File: src/rtl/cpu_ibus_axi3_bridge.sv
// Single-line instruction buffer bridging the CPU instruction bus onto an AXI3 read port.
// Hits answer in one cycle; a miss refills the whole line with one INCR burst.
module cpu_ibus_axi3_bridge #(
    parameter int BUS_WIDTH  = 4,
    parameter int DATA_WIDTH = 32,
    parameter int LINE_WIDTH = 256,
    parameter int ARID       = 0
) (
    input  logic                    clk,
    input  logic                    rst,
    input  logic                    ibus_read,
    input  logic [31:0]             ibus_vaddr,
    input  logic [31:0]             ibus_paddr,
    input  logic [31:0]             ibus_paddr_plus1,
    input  logic                    ibus_inv,
    input  logic [31:0]             ibus_inv_addr,
    output logic                    ibus_ready,
    output logic                    ibus_valid,
    output logic [DATA_WIDTH-1:0]   ibus_rddata,
    output logic [BUS_WIDTH-1:0]    arid,
    output logic [31:0]             araddr,
    output logic [3:0]              arlen,
    output logic [2:0]              arsize,
    output logic [1:0]              arburst,
    output logic                    arvalid,
    input  logic                    arready,
    input  logic [BUS_WIDTH-1:0]    rid,
    input  logic [DATA_WIDTH-1:0]   rdata,
    input  logic [1:0]              rresp,
    input  logic                    rlast,
    input  logic                    rvalid,
    output logic                    rready,
    output logic [BUS_WIDTH-1:0]    awid,
    output logic [31:0]             awaddr,
    output logic [3:0]              awlen,
    output logic [2:0]              awsize,
    output logic [1:0]              awburst,
    output logic                    awvalid,
    input  logic                    awready,
    output logic [BUS_WIDTH-1:0]    wid,
    output logic [DATA_WIDTH-1:0]   wdata,
    output logic [DATA_WIDTH/8-1:0] wstrb,
    output logic                    wlast,
    output logic                    wvalid,
    input  logic                    wready,
    input  logic [BUS_WIDTH-1:0]    bid,
    input  logic [1:0]              bresp,
    input  logic                    bvalid,
    output logic                    bready
);
    localparam int WORDS    = LINE_WIDTH / DATA_WIDTH;
    localparam int OFF_BITS = $clog2(LINE_WIDTH / 8);
    localparam int IDX_BITS = OFF_BITS - 2;
    localparam int TAG_W    = 32 - OFF_BITS;

    typedef enum logic [1:0] {IDLE, AR, R, RESP} state_t;

    state_t                state;
    logic [DATA_WIDTH-1:0] words [WORDS];
    logic [TAG_W-1:0]      tag;
    logic                  line_valid;
    logic [31:0]           req_addr;
    logic [IDX_BITS-1:0]   beat;

    logic [IDX_BITS-1:0] paddr_idx, req_idx;
    logic [TAG_W-1:0]    paddr_tag, req_tag;
    logic                hit, fill_done, inv_hit;

    assign paddr_idx = ibus_paddr[OFF_BITS-1:2];
    assign paddr_tag = ibus_paddr[31:OFF_BITS];
    assign req_idx   = req_addr[OFF_BITS-1:2];
    assign req_tag   = req_addr[31:OFF_BITS];
    assign hit       = line_valid && (tag == paddr_tag);
    assign fill_done = (state == R) && rvalid && rlast;
    // An invalidate racing the final beat is compared against the tag being installed
    assign inv_hit   = ibus_inv && (ibus_inv_addr[31:OFF_BITS] == (fill_done ? req_tag : tag));

    assign ibus_ready = (state == IDLE);
    assign arid       = BUS_WIDTH'(ARID);
    assign araddr     = {req_tag, {OFF_BITS{1'b0}}};
    assign arlen      = 4'(WORDS - 1);
    assign arsize     = 3'($clog2(DATA_WIDTH / 8));
    assign arburst    = 2'b01;

    assign awid    = '0;
    assign awaddr  = '0;
    assign awlen   = '0;
    assign awsize  = '0;
    assign awburst = '0;
    assign awvalid = 1'b0;
    assign wid     = '0;
    assign wdata   = '0;
    assign wstrb   = '0;
    assign wlast   = 1'b0;
    assign wvalid  = 1'b0;
    assign bready  = 1'b1;

    logic unused_ok;
    assign unused_ok = &{1'b0, ibus_vaddr, ibus_paddr_plus1, ibus_paddr[1:0], ibus_inv_addr[OFF_BITS-1:0],
                         req_addr[1:0], rid, rresp, awready, wready, bid, bresp, bvalid};

    always_ff @(posedge clk) begin
        if (state == R && rvalid)
            words[beat] <= rdata;
    end

    always_ff @(posedge clk or posedge rst) begin
        if (rst) begin
            state       <= IDLE;
            line_valid  <= 1'b0;
            tag         <= '0;
            req_addr    <= '0;
            beat        <= '0;
            ibus_valid  <= 1'b0;
            ibus_rddata <= '0;
            arvalid     <= 1'b0;
            rready      <= 1'b0;
        end else begin
            ibus_valid <= 1'b0;
            case (state)
                IDLE: begin
                    if (ibus_read) begin
                        if (hit) begin
                            ibus_valid  <= 1'b1;
                            ibus_rddata <= words[paddr_idx];
                        end else begin
                            req_addr <= ibus_paddr;
                            arvalid  <= 1'b1;
                            state    <= AR;
                        end
                    end
                end
                AR: begin
                    if (arready) begin
                        arvalid <= 1'b0;
                        rready  <= 1'b1;
                        beat    <= '0;
                        state   <= R;
                    end
                end
                R: begin
                    if (rvalid) begin
                        beat <= beat + IDX_BITS'(1);
                        if (rlast) begin
                            tag         <= req_tag;
                            line_valid  <= 1'b1;
                            rready      <= 1'b0;
                            ibus_valid  <= 1'b1;
                            // The requested word may be arriving on this very beat
                            ibus_rddata <= (beat == req_idx) ? rdata : words[req_idx];
                            state       <= RESP;
                        end
                    end
                end
                RESP:    state <= IDLE;
                default: state <= IDLE;
            endcase
            if (inv_hit)
                line_valid <= 1'b0;
        end
    end
endmodule

File: config.mk
export PLATFORM = sky130hd
export DESIGN_NAME = cpu_ibus_axi3_bridge
export DESIGN_NICKNAME = d
export VERILOG_FILES = /design/src/rtl/cpu_ibus_axi3_bridge.sv
export SDC_FILE = /design/constraint.sdc
export NUM_CORES = 1
export LEC_CHECK = 0
export BUFFER_PORTS_ARGS = -buffer_cell sky130_fd_sc_hd__buf_2
export CAP_MARGIN = 20
export CORE_ASPECT_RATIO = 1.5
export CORE_UTILIZATION = 35
export CTS_BUF_LIST = sky130_fd_sc_hd__clkbuf_4 sky130_fd_sc_hd__clkbuf_8
export DETAILED_ROUTE_END_ITERATION = 16
export GPL_ROUTABILITY_DRIVEN = 0
export PLACE_DENSITY = 0.57
export RECOVER_POWER = 100
export SLEW_MARGIN = 20
export SYNTH_ARGS = -nofsm -noshare
export SYNTH_HDL_FRONTEND = slang
export SYNTH_SLANG_ARGS = --single-unit
File: constraint.sdc
create_clock -name clk -period 11.2 [get_ports clk]
set_input_delay 0.56 -clock clk [delete_from_list [all_inputs] [get_ports clk]]
set_output_delay 0.56 -clock clk [all_outputs]
set_load 0.005 [all_outputs]
# Word level (Yosys, flattened, before mapping)
# Memory sizes are Yosys's and may differ from the RTL's.
# Index checks and enable logic that the tools add are counted.
[word_totals] wordCells=78 ramBits=256 inputBits=182 latch_bits=0 mem_count=1 romBits=0 register_bits=100
[classes] eq_ne=12 order_cmp=0 muxes=35 add_sub_neg=1 n_bitwise=1 multipliers=0 n_shift=0 reduce_logical=19 n_div=0
[mem_list] name="words" depth=8 width=32 read_ports=2 rd_ports_with_merged_regs=0 write_ports=1 line_no="59" text="logic [DATA_WIDTH-1:0] words [WORDS];"
[op_table] operator="$mux W32" count=5
[op_table] operator="$pmux W32 S2" count=1
[op_table] operator="$eq A27 B27 Y1" count=2
[op_table] operator="$mux W27" count=1
[op_table] operator="$mux W1" count=16
[op_table] operator="$reduce_and A3 Y1" count=4
[op_table] operator="$reduce_bool A2 Y1" count=6
[op_table] operator="$mux W2" count=5
[op_table] operator="$ne A2 B2 Y1 const B" count=5
[op_table] operator="$reduce_and A5 Y1" count=2
[op_table] operator="$pmux W2 S4" count=1
[op_table] operator="$reduce_and A4 Y1" count=2
[op_table] operator="$mux W3" count=2
[op_table] operator="$pmux W1 S2" count=3
[op_table] operator="$pmux W3 S2" count=1
[op_table] operator="$eq A2 B2 Y1 const B" count=2
[op_table] operator="$logic_and A1 B1 Y1" count=4
[op_table] operator="$add A3 B1 Y3 const B" count=1
[op_table] operator="$eq A3 B3 Y1" count=1
[op_table] operator="$eq A2 B1 Y1 const B" count=1
[op_table] operator="$logic_not A2 Y1" count=1
[op_table] operator="$ne A2 B1 Y1 const B" count=1
[op_table] operator="$not A1 Y1" count=1

# Longest topological paths before layout
[depth] word_depth=8 mapped_depth=11 depth_no_buf=8

# Least setup slack after synthesis
# Ideal clock, no wire load.
[synth_timing] path_type="register -> register" from="register state[0]" to="memory words[4][0] (enable)" n_path_buf=2 t_arrival_ns=3.631 period_less_slack_ns=4.092 path_slack_ns=7.108 required_ns=10.739 setup_time_ns=0.461 stages_incl_launch_ff=7 path_cell_list="dfrtp_1 inv_1 ha_1 clkbuf_1 clkbuf_1 nand3_1 nor3_1"
[synth_via] elab_chain_len=4
[synth_rtl] item="start, declared" line_no="58" text="state_t state;"
[synth_rtl] item="start signal, assigned" line_no="109" text="state <= IDLE;"
[synth_rtl] item="start signal, assigned" line_no="129" text="state <= AR;"
[synth_rtl] item="start signal, assigned" line_no="138" text="state <= R;"
[synth_rtl] item="$eq A2 B2 Y1" line_no="103" text="if (state == R && rvalid)"
[synth_rtl] item="$logic_and A1 B1 Y1" line_no="103"
[synth_rtl] item="$mux W1" line_no="103"
[synth_rtl] item="$mux W1 (implied by the code)" line_no="104" text="words[beat] <= rdata;"
[synth_rtl] item="end, declared" line_no="59"
# No other way between the ends.

# Worst setup path in the final report
[layout_timing] from="register state[0]" to="memory words[3][14] (enable)"
# The elaborated chain is that of the path after synthesis.

==> impl_metrics.py <==
metrics = {
    "synth": {
        "yosys_warnings": 0,
        "synth_commonest_cells": "256 x edfxtp_1, 134 x buf_4, 128 x mux4_2, 98 x dfrtp_1, 67 x nand2_1",
        "synth_cells": 1198,
        "synth_fa_ha_area_share_pct": 0.350,
        "synthArstFlopShare_pct": 27.7,
        "yosys_most_used_dff": "edfxtp_1",
        "synth-compound-area-share_pct": 5.91,
        "syn_area_per_cell_sq_um": 14.9,
        "syn-cell-area_sq_um": 17900,
        "ys_ff_latch": 354,
        "synth_top_area_cell": "edfxtp_1",
        "synth_cell_type_count": 51,
        "synth_top_family_by_area": "multiplexers",
        "synthTopCellsByArea": "edfxtp_1 43%, mux4_2 16%, dfrtp_1 14%, buf_4 5.6%, mux2_2 3.7%",
        "synth-xor-area-share_pct": 2.16,
        "yosysMostFrequentCell": "edfxtp_1",
        "synthSimpleGateAreaFrac_pct": 4.40,
        "synth_top_area_share_pct": 43.1,
        "synth-edff-count": 256,
        "synthMuxAreaShare_pct": 22.3,
        "ys_seq_area_share_pct": 56.8,
    },
    "route": {
        "ant_nets": 0,
        "num_vias": 10500,
        "routed_wl_um": 44900,
        "wl_per_cell_um": 21.8,
        "drc_errors": 0,
        "drt_pass1_iterations": 5,
        "avgViaCountPerCell": 5.11,
        "drtIter0Drc": 707,
    },
    "sta": {
        "fmax_ghz": 0.144,
        "setup_tns_ns": 0,
        "rsz0062_at_grt": "false",
        "hold_ws_ns": 0.175,
        "slew_headroom_pct": -156,
        "post-route-period-util_pct": 62.2,
        "finalHoldViolCount": 0,
        "worst_pin_slew_ns": 3.84,
        "drv_slew": 374,
        "setup_viol": 0,
        "finClkSkew_ns": 0.0320,
        "fin_crit_ns": 6.96,
    },
    "die": {
        "placementRows": 101,
        "start_util_pct": 35.3,
        "io_pins": 352,
        "core_sq_um": 50500,
        "die_x_um": 186,
        "die-area_sq_um": 51900,
        "die_h_um": 279,
    },
    "grt": {
        "grt_pass1_vias": 10900,
        "grt_pass1_wl_um": 67100,
        "overflow": 0,
        "antenna_found_initial": 5,
        "gr-usage-all-layers_pct": 17.1,
        "grt_max_degree": 77,
    },
    "layout": {
        "fill_cells": 4776,
        "fin_area_sq_um": 19900,
        "drive_gt1_share_pct": 28.7,
        "syn_to_final_growth_pct": 11.3,
        "fin_nets": 1524,
    },
    "critical_path": {
        "startpoint_type": "flop",
        "r2r_cells": 6,
        "crit_path_end_kind": "flop",
        "crit_required_ns": 11.35,
        "path_max_fanout": 76,
        "worstPathArrival_ns": 7.11,
        "r2r_end": "words[3][14]",
        "critPathKind": "flop to flop",
        "r2r_start": "state[0]",
        "rrSetupSlack_ns": 4.24,
    },
    "worst_hold_path": {
        "holdCritStartpoint": "arready",
        "hold_path_end": "arvalid",
        "hold_path_class": "input pin to flop",
        "holdPathStages": 2,
    },
    "clock_network": {
        "htreeDepth": 2,
        "cts_tree": "built",
        "clk_latency_ns": 0.62,
        "clock-sinks": 354,
        "numCtsBuffers": 57,
        "cts.repair.resized": 0,
        "cts.path.max_buffers": 3,
        "cts_root_buffer": "clkbuf_8",
        "cts.clk_slew.worst_paths_ns": 0.06,
    },
    "place": {
        "portBuffers": 158,
        "place_area_sq_um": 18800,
        "dp_hpwl_um": 26100,
    },
    "power": {
        "p_int_w": 0.00302,
        "clkPwrFrac_pct": 25.2,
        "irDropWorstVdd_uv": 115,
        "powerDensity_nw_per_um2": 231,
        "power_frac_seq_pct": 40.2,
        "switching_share_pct": 34.2,
        "leakage_nw": 7.10,
        "power_frac_comb_pct": 34.6,
        "switching_power_w": 0.00157,
    },
    "status": {
        "violations": "capacitance limit, slew limit",
        "status": "finished, violations left",
    },
    "job": {
        "drv_cap": 9,
    },
}
[how the worst max path moves through the flow]
stage	from	end	slack, ns	cells after the start
after detailed placement	ibus_paddr[28]	ibus_rddata[0]	7.71	8
after global routing	state[0]	words[2][4]	3.86	6
after global placement	ibus_paddr[12]	ibus_rddata[21]	7.74	8
after floorplan	state[0]	words[4][0]	7.11	6
final	state[0]	words[3][14]	4.24	6
after CTS	req_addr[4]	ibus_rddata[6]	7.79	7
[worst max-delay path: stages (launching register included)]
cell and delay, ns:
dfrtp_1 0.40, inv_1 0.12, ha_1 0.17, clkbuf_1 2.66, nand3b_1 0.84, nor2_4 0.24, clkbuf_1 2.04
[power by group through the flow]
stage               logic, W  clock network [W]  registers, W
floorplan            0.00124                  0       0.00179
global placement     0.00161                  0       0.00186
detailed placement   0.00163                  0       0.00187
CTS                  0.00163            0.00120       0.00185
global route         0.00173            0.00125       0.00188
finish               0.00159            0.00116       0.00185
[through the flow]
step / worst slack, ns / total power (W) / utilization, % / instances
final: 4.24 / 0.00460 / 39.3 / 2057
after global placement: 7.74 / 0.00347 / 37.2 / 1946
after CTS: 7.79 / 0.00468 / 39.6 / 2053
after global routing: 3.86 / 0.00487 / 39.3 / 2056
after floorplan: 7.11 / 0.00303 / - / 1303
after detailed placement: 7.71 / 0.00350 / 37.2 / 1946
[sequential cells by signal, indices dropped and copies added (netlist names), 2 cells and up]
name and cells:
words 256, ibus_rddata 32, req_addr 30, tag 27, beat 3, state 2
[layer usage]
metal	vias to the layer above	global-route usage [%]	part of all wire [%]
li1	4674	-	-
met1	5390	20.3	39
met2	361	30.9	52
met3	89	2.77	5.2
met4	4	6.80	3.2
met5	-	0	0.062
[cell usage in the layout, fill, tap and decap left out, drive strengths merged, types with 3 or more instances in the layout]
| master | instances |
|---|---|
| edfxtp | 256 |
| clkbuf | 160 |
| mux4 | 128 |
| conb | 107 |
| buf | 101 |
| dfrtp | 98 |
| nand2 | 67 |
| mux2 | 63 |
| o21ai | 50 |
| o22ai | 43 |
| mux2i | 37 |
| inv | 37 |
| nor2b | 35 |
| xnor2 | 35 |
| a211oi | 32 |
| clkinv | 19 |
| a21oi | 17 |
| nor2 | 12 |
| xor2 | 9 |
| nand3 | 8 |
| nand4 | 7 |
| nor3 | 7 |
| nand2b | 5 |
| ha | 5 |
| diode | 4 |
| and3 | 4 |
| nor4 | 3 |
| o2bb2ai | 3 |
| o221ai | 3 |
| a31oi | 3 |
| bufinv | 3 |
[cells by family after synthesis]
kind of cell	Yosys count
flops	354
buf+inv	242
mux	228
compound gates	166
simple gates	157
xor+xnor	44
fa+ha+maj	5
other cells	2
[what timing repair did]
action                    CTS  global route
hold endpoints to repair   21             0
hold buffers                1             0
buffers inserted            0             0
[final cells by class]
cell class | count | area (sq um) | area share [%]
diodes | 4 | 10.0 | 0.0504
clock buffers | 82 | 985 | 4.95
clock inverters | 24 | 208 | 1.04
inverters | 37 | 140 | 0.705
multi-input cells | 707 | 6710 | 33.8
flip-flops and latches | 354 | 10100 | 51.0
well taps | 669 | 837 | 4.21
repair buffers | 180 | 840 | 4.22
Note: power is estimated with default switching activity, not from simulation.
